<file path="src/rtl/prc_bus_arbiter.sv">
`default_nettype none
// +-----------------------------------------------------------------------------+
// | Module  : prc_bus_arbiter                                                   |
// | Purpose : Grants the system bus to the PRC at CPU instruction boundaries,   |
// |           stalls the CPU during PRC ownership, muxes bus signals and counts |
// |           stolen cycles.                                                    |
// | Revision: 1.0  initial release                                              |
// +-----------------------------------------------------------------------------+
module prc_bus_arbiter #(
  parameter int RELEASE_GAP  = 2,
  parameter int SYNC_TIMEOUT = 64
) (
  input  logic        clk,
  input  logic        reset,
  input  logic [23:0] cpu_address,
  input  logic [7:0]  cpu_data_out,
  input  logic        cpu_read,
  input  logic        cpu_write,
  input  logic [1:0]  cpu_bus_status,
  input  logic        cpu_sync,
  output logic        cpu_wait,
  input  logic        prc_bus_request,
  output logic        prc_bus_ack,
  input  logic [23:0] prc_address,
  input  logic [7:0]  prc_data_out,
  input  logic        prc_read,
  input  logic        prc_write,
  input  logic [1:0]  prc_bus_status,
  output logic [23:0] bus_address,
  output logic [7:0]  bus_data_out,
  output logic        bus_read,
  output logic        bus_write,
  output logic [1:0]  bus_status,
  input  logic        stolen_clear,
  output logic [15:0] stolen_cycles,
  output logic        sync_timeout
);

  localparam int c_gap_w  = (RELEASE_GAP > 1) ? $clog2(RELEASE_GAP) : 1;
  localparam int c_wait_w = $clog2(SYNC_TIMEOUT + 1);
  localparam logic [c_gap_w-1:0]  c_gap_load = c_gap_w'(RELEASE_GAP - 1);
  localparam logic [c_wait_w-1:0] c_wait_max = c_wait_w'(SYNC_TIMEOUT);

  typedef enum logic [1:0] {
    ST_CPU       = 2'd0,
    ST_WAIT_SYNC = 2'd1,
    ST_PRC       = 2'd2,
    ST_GAP       = 2'd3
  } state_t;

  state_t              r_state;
  state_t              w_next_state;
  logic [c_gap_w-1:0]  r_gap_cnt;
  logic [c_gap_w-1:0]  w_gap_cnt_next;
  logic [c_wait_w-1:0] r_wait_cnt;
  logic                r_granted;
  logic [15:0]         r_stolen;
  logic                r_sync_timeout;
  logic                w_owner_prc;

  always_ff @(posedge clk or posedge reset) begin
    if (reset) begin
      r_state   <= ST_CPU;
      r_gap_cnt <= '0;
      r_granted <= 1'b0;
    end else begin
      r_state   <= w_next_state;
      r_gap_cnt <= w_gap_cnt_next;
      r_granted <= (w_next_state == ST_PRC);
    end
  end

  always_comb begin
    w_next_state   = r_state;
    w_gap_cnt_next = r_gap_cnt;
    case (r_state)
      ST_CPU: begin
        if (prc_bus_request && (r_gap_cnt == '0)) w_next_state = ST_WAIT_SYNC;
      end
      ST_WAIT_SYNC: begin
        if (!prc_bus_request)
          w_next_state = ST_CPU;
        else if (cpu_sync && !cpu_read && !cpu_write)
          w_next_state = ST_PRC;
      end
      ST_PRC: begin
        if (!prc_bus_request) begin
          w_next_state   = ST_GAP;
          w_gap_cnt_next = c_gap_load;
        end
      end
      ST_GAP: begin
        if (r_gap_cnt == '0)
          w_next_state = ST_CPU;
        else
          w_gap_cnt_next = r_gap_cnt - 1'b1;
      end
      default: w_next_state = ST_CPU;
    endcase
  end

  // r_wait_cnt holds completed WAIT_SYNC cycles; the flag fires on the last one
  always_ff @(posedge clk or posedge reset) begin
    if (reset) begin
      r_wait_cnt     <= '0;
      r_sync_timeout <= 1'b0;
    end else if (r_state == ST_WAIT_SYNC) begin
      if (r_wait_cnt != c_wait_max) r_wait_cnt <= r_wait_cnt + 1'b1;
      if (r_wait_cnt == c_wait_max - 1'b1) r_sync_timeout <= 1'b1;
    end else begin
      r_wait_cnt <= '0;
    end
  end

  always_ff @(posedge clk or posedge reset) begin
    if (reset)
      r_stolen <= '0;
    else if (stolen_clear)
      r_stolen <= '0;
    else if ((r_state == ST_PRC) && (r_stolen != 16'hFFFF))
      r_stolen <= r_stolen + 16'd1;
  end

  assign w_owner_prc   = (r_state == ST_PRC);
  assign bus_address   = w_owner_prc ? prc_address    : cpu_address;
  assign bus_data_out  = w_owner_prc ? prc_data_out   : cpu_data_out;
  assign bus_read      = w_owner_prc ? prc_read       : cpu_read;
  assign bus_write     = w_owner_prc ? prc_write      : cpu_write;
  assign bus_status    = w_owner_prc ? prc_bus_status : cpu_bus_status;

  assign cpu_wait      = r_granted;
  assign prc_bus_ack   = r_granted;
  assign stolen_cycles = r_stolen;
  assign sync_timeout  = r_sync_timeout;

endmodule
`default_nettype wire

</file>
<file path="config.mk">
export PLATFORM = sky130hd
export DESIGN_NAME = prc_bus_arbiter
export DESIGN_NICKNAME = d
export VERILOG_FILES = /design/src/rtl/prc_bus_arbiter.sv
export SDC_FILE = /design/constraint.sdc
export NUM_CORES = 1
export LEC_CHECK = 0
export CORE_MARGIN = 3
export CORE_UTILIZATION = 39
export DETAILED_ROUTE_END_ITERATION = 8
export GPL_ROUTABILITY_DRIVEN = 1
export PLACE_DENSITY = 0.95
export SETUP_SLACK_MARGIN = 0.05
export SYNTH_ARGS = -nofsm -noshare
export SYNTH_HDL_FRONTEND = slang
export SYNTH_SLANG_ARGS = --single-unit
</file>
<file path="constraint.sdc">
create_clock -name clk -period 4.4 [get_ports clk]
set_input_delay 0.88 -clock clk [delete_from_list [all_inputs] [get_ports clk]]
set_output_delay 0.88 -clock clk [all_outputs]
set_load 0.03 [all_outputs]
</file>
# After elaboration in Yosys (flattened, before gate mapping)
# Cells that the tools add are included.
# totals
reg_bits	28
in_bits	77
out_inout_bits	55
word_cells	48
# op_classes
addsub	3
eq_ne	9
n_mux	18
bitwise	1
n_reduce_logical	11
# op_table
operator	count
$mux W16	2
$mux W24	1
$add A16 B1 Y16 const B	1
$ne A16 B16 Y1 const B	1
$mux W7	2
$mux W2	6
$mux W8	1
$pmux W2 S4	1
$add A7 B1 Y7 const B	1
$eq A7 B6 Y1 const B	1
$ne A7 B7 Y1 const B	1
$eq A2 B2 Y1 const B	3
$logic_and A1 B1 Y1	4
$mux W1	4
$reduce_and A2 Y1	2
$reduce_bool A2 Y1	2
$eq A2 B1 Y1 const B	1
$logic_not A1 Y1	2
$logic_not A2 Y1	1
$ne A2 B1 Y1 const B	1
$ne A2 B2 Y1 const B	1
$pmux W1 S2	1
$not A1 Y1	1
$sub A1 B1 Y1 const B	1

# Logic depth before layout (Yosys ltp)
# depth
ltp_word	7
mapped_depth	6
ltp_nobuf	6

# Worst setup path before layout
# No wires, ideal clock.
# synth_timing
path_kind	register to output
from	register r_state[1]
to	output port bus_address[21]
t_arrival_ns	1.434
t_required_ns	3.520
path_slack_ns	2.086
path_stages_with_launch	7
n_path_buf	3
cell_sequence	dfrtp_1 > buf_2 > nor2b_1 > clkbuf_1 > buf_1 > nand2_1 > nand2_1
# synth_between
elab_chain_len	2
# synth_lines
element	line_no	rtl
from (decl)	51	state_t r_state;
from (signal assigned)	67	r_state <= w_next_state;
$eq A2 B2 Y1	124	assign w_owner_prc = (r_state == ST_PRC);
$mux W24	125	assign bus_address = w_owner_prc ? prc_address : cpu_address;
to (decl)	29	output logic [23:0] bus_address,
# No other way between the ends.

# Worst setup path in the final report
# layout_timing
from	register r_state[0]
to	output port bus_address[14]
# The elaborated chain is that of the path after synthesis.

==> results.sh <==
export IMPL_status="complete, no violations"
export IMPL_die_area_mm2=0.00600
export IMPL_drc=0
export IMPL_hold_violations=0
export IMPL_root_buffer="clkbuf_8"
export IMPL_worst_slack_ps=959
export IMPL_synth_edf_count=0
export IMPL_grt_pass1_vias=2288
export IMPL_final_common_cell="clkdlybuf4s50_1"
export IMPL_ioPinCount=132
export IMPL_cp_arrival_ps=2560
export IMPL_cts_resized=0
export IMPL_clkTransAtPathRegs_ps=90
export IMPL_die_w_um=77.5
export IMPL_wl_per_cell_um=13.6
export IMPL_finalCritPeriodShare_pct=78.2
export IMPL_cts_sink_count=28
export IMPL_ys_warn_count=0
export IMPL_crit_path_start_kind="register"
export IMPL_dp_slack_ps=1250
export IMPL_cp_startpoint="r_state[0]"
export IMPL_grt_first_pass_wirelength_um=10600
export IMPL_post_cts_buffers=0
export IMPL_slew_headroom_pct=31.9
export IMPL_hold_class="reg2reg"
export IMPL_holdBufCountCts=0
export IMPL_synth_seq_cells=28
export IMPL_areaGrowthSynthToFinish_pct=70.5
export IMPL_synth_distinct_cells=41
export IMPL_fin_area_mm2=0.00340
export IMPL_vias=2280
export IMPL_drive_gt1_share_pct=3.99
export IMPL_finalMaxSlewViolations=0
export IMPL_final_cell_mix="clkdlybuf4s50_1, nand2_1, dfrtp_1"
export IMPL_synthArstFlopShare_pct=100
export IMPL_core_mm2=0.00482
export IMPL_cts_htree_levels=1
export IMPL_period_needed_ps=3440
export IMPL_grt_max_degree=37
export IMPL_synthFlopType="dfrtp_1"
export IMPL_synth_cell_area_mm2=0.00199
export IMPL_numCtsBuffers=3
export IMPL_power_w=0.00126
export IMPL_hp_start="sync_timeout"
export IMPL_gp_congestion=0.875
export IMPL_cp_max_fo=26
export IMPL_syn_nets=359
export IMPL_num_antenna_cells=0
export IMPL_nets=482
export IMPL_tns_ps=0
export IMPL_fill_cells=385
export IMPL_peakVddDrop_uv=264
export IMPL_drt_wl_total_um=6380
export IMPL_cp_end_kind="output port"
export IMPL_rows=25
export IMPL_regArea_um2=701
export IMPL_grt_use_total_pct=21.4
export IMPL_grt_ovfl_total=0
export IMPL_crit_type="reg2out"
export IMPL_hpwl_um=5030
export IMPL_rr_startpoint="stolen_cycles[0]"
export IMPL_synthCells=279
export IMPL_fp_dieH_um=77.5
export IMPL_ys_seq_area_share_pct=35.2
export IMPL_fin_cells=468
export IMPL_postRouteAntennaNets=0
export IMPL_cts_tree="yes"
export IMPL_fmax_mhz=291
export IMPL_worstMarginPinSlew_ps=1020
export IMPL_drtPass1Iterations=4
export IMPL_clk_path_buf_depth=2
export IMPL_dr_first_iter_drc_count=149
export IMPL_maxCapViolCount=0
export IMPL_port_buffer_count=131
export IMPL_critical_path_required_ps=3520
export IMPL_syn_avg_cell_area_um2=7.14
export IMPL_clk_latency_ps=280
export IMPL_routed_via_density=4.87
export IMPL_placed_cell_area_mm2=0.00334
export IMPL_multi_input_area_mm2=0.00120
export IMPL_antenna_found_initial=0
export IMPL_dp_cells=464
export IMPL_setup_viol=0
export IMPL_start_util_pct=41.4
export IMPL_rsz0062_at_grt="false"
export IMPL_fin_skew_ps=9.36
export IMPL_power_density_mw_per_mm2=372
export IMPL_power_leakage_nw=1.53
-- final cells by class --
| type | count | share of cell area [%] |
|---|---|---|
| clock buffer | 4 | 1.62 |
| timing repair buffer | 133 | 39.0 |
| tap | 67 | 2.47 |
| multi-input combinational | 228 | 35.4 |
| sequential | 28 | 20.6 |
| inverter | 8 | 0.884 |
-- final timing paths --
kind                                          to  slack, ps  cells after the start
worst max-delay path             bus_address[14]        960                      6
worst min-delay path                sync_timeout        480                      1
worst max register to register  stolen_cycles[8]       2440                      5
worst min register to register      sync_timeout        480                      1
max in group asynchronous              r_gap_cnt       2640                      2
min in group asynchronous       stolen_cycles[7]       1140                      2
-- registers in the layout, indices dropped and copies added, names as in the netlist --
register,cells
stolen_cycles,16
r_wait_cnt,7
r_state,2
cpu_wait,1
r_gap_cnt,1
sync_timeout,1
-- cells in the mapped netlist (all sizes together) (3+ instances only) --
| library cell | n | area share [%] |
|---|---|---|
| a21oi | 13 | 3.3 |
| xnor2 | 3 | 1.3 |
| inv | 8 | 1.5 |
| mux2 | 10 | 5.6 |
| o21ai | 4 | 1.0 |
| dfrtp | 28 | 35 |
| nor2b | 11 | 3.5 |
| ha | 3 | 1.9 |
| nor2 | 21 | 4.0 |
| nand4 | 3 | 1.3 |
| xor2 | 3 | 1.3 |
| clkbuf | 9 | 1.7 |
| nand3 | 8 | 2.0 |
| o31ai | 3 | 1.1 |
| buf | 6 | 1.4 |
| nand2b | 5 | 1.6 |
| nor3b | 3 | 1.1 |
| nand2 | 113 | 21 |
-- report_power, final --
group | switching (W) | total, W | internal (W) | leakage, nW
Clock | 0.0000821 | 0.000162 | 0.0000804 | 0.0288
Combinational | 0.000446 | 0.000777 | 0.000332 | 1.12
Sequential | 0.0000411 | 0.000325 | 0.000284 | 0.385
-- kinds of logic (layout without fill, tap and decap cells) --
family	Yosys count	in the layout	synth area share (%)
compound gates	29	29	9.23
xor+xnor	6	6	2.64
fa+ha+maj	3	3	1.88
buf+inv	23	145	4.65
flops	28	28	35.2
mux	12	12	6.65
simple gates	178	178	39.8
-- critical path, stage by stage (launching register included) --
cell,delay [ps]
dfrtp_1,470
inv_1,80
nand2_1,600
buf_4,320
nand2_1,80
nand2_1,70
clkdlybuf4s50_1,670
-- stage by stage --
| stage | utilization, % | hold WS (ps) |
|---|---|---|
| 2_1_floorplan | - | 519 |
| 3_3_place_gp | 69.4 | 452 |
| 3_5_place_dp | 69.4 | 455 |
| 4_1_cts | 70.5 | 481 |
| 5_1_grt | 70.5 | 512 |
| 6_report | 70.5 | 479 |
-- layer usage --
layer / up-vias / GRT usage (%) / wire, um
met1: 1044 / 26.6 / 2790
met3: 13 / 4.52 / 295
met2: 67 / 37.2 / 3160
met4: 0 / 5.87 / 123
met5: - / 0 / 0
li1: 1156 / - / -
Power figures use the tool's default switching activity.
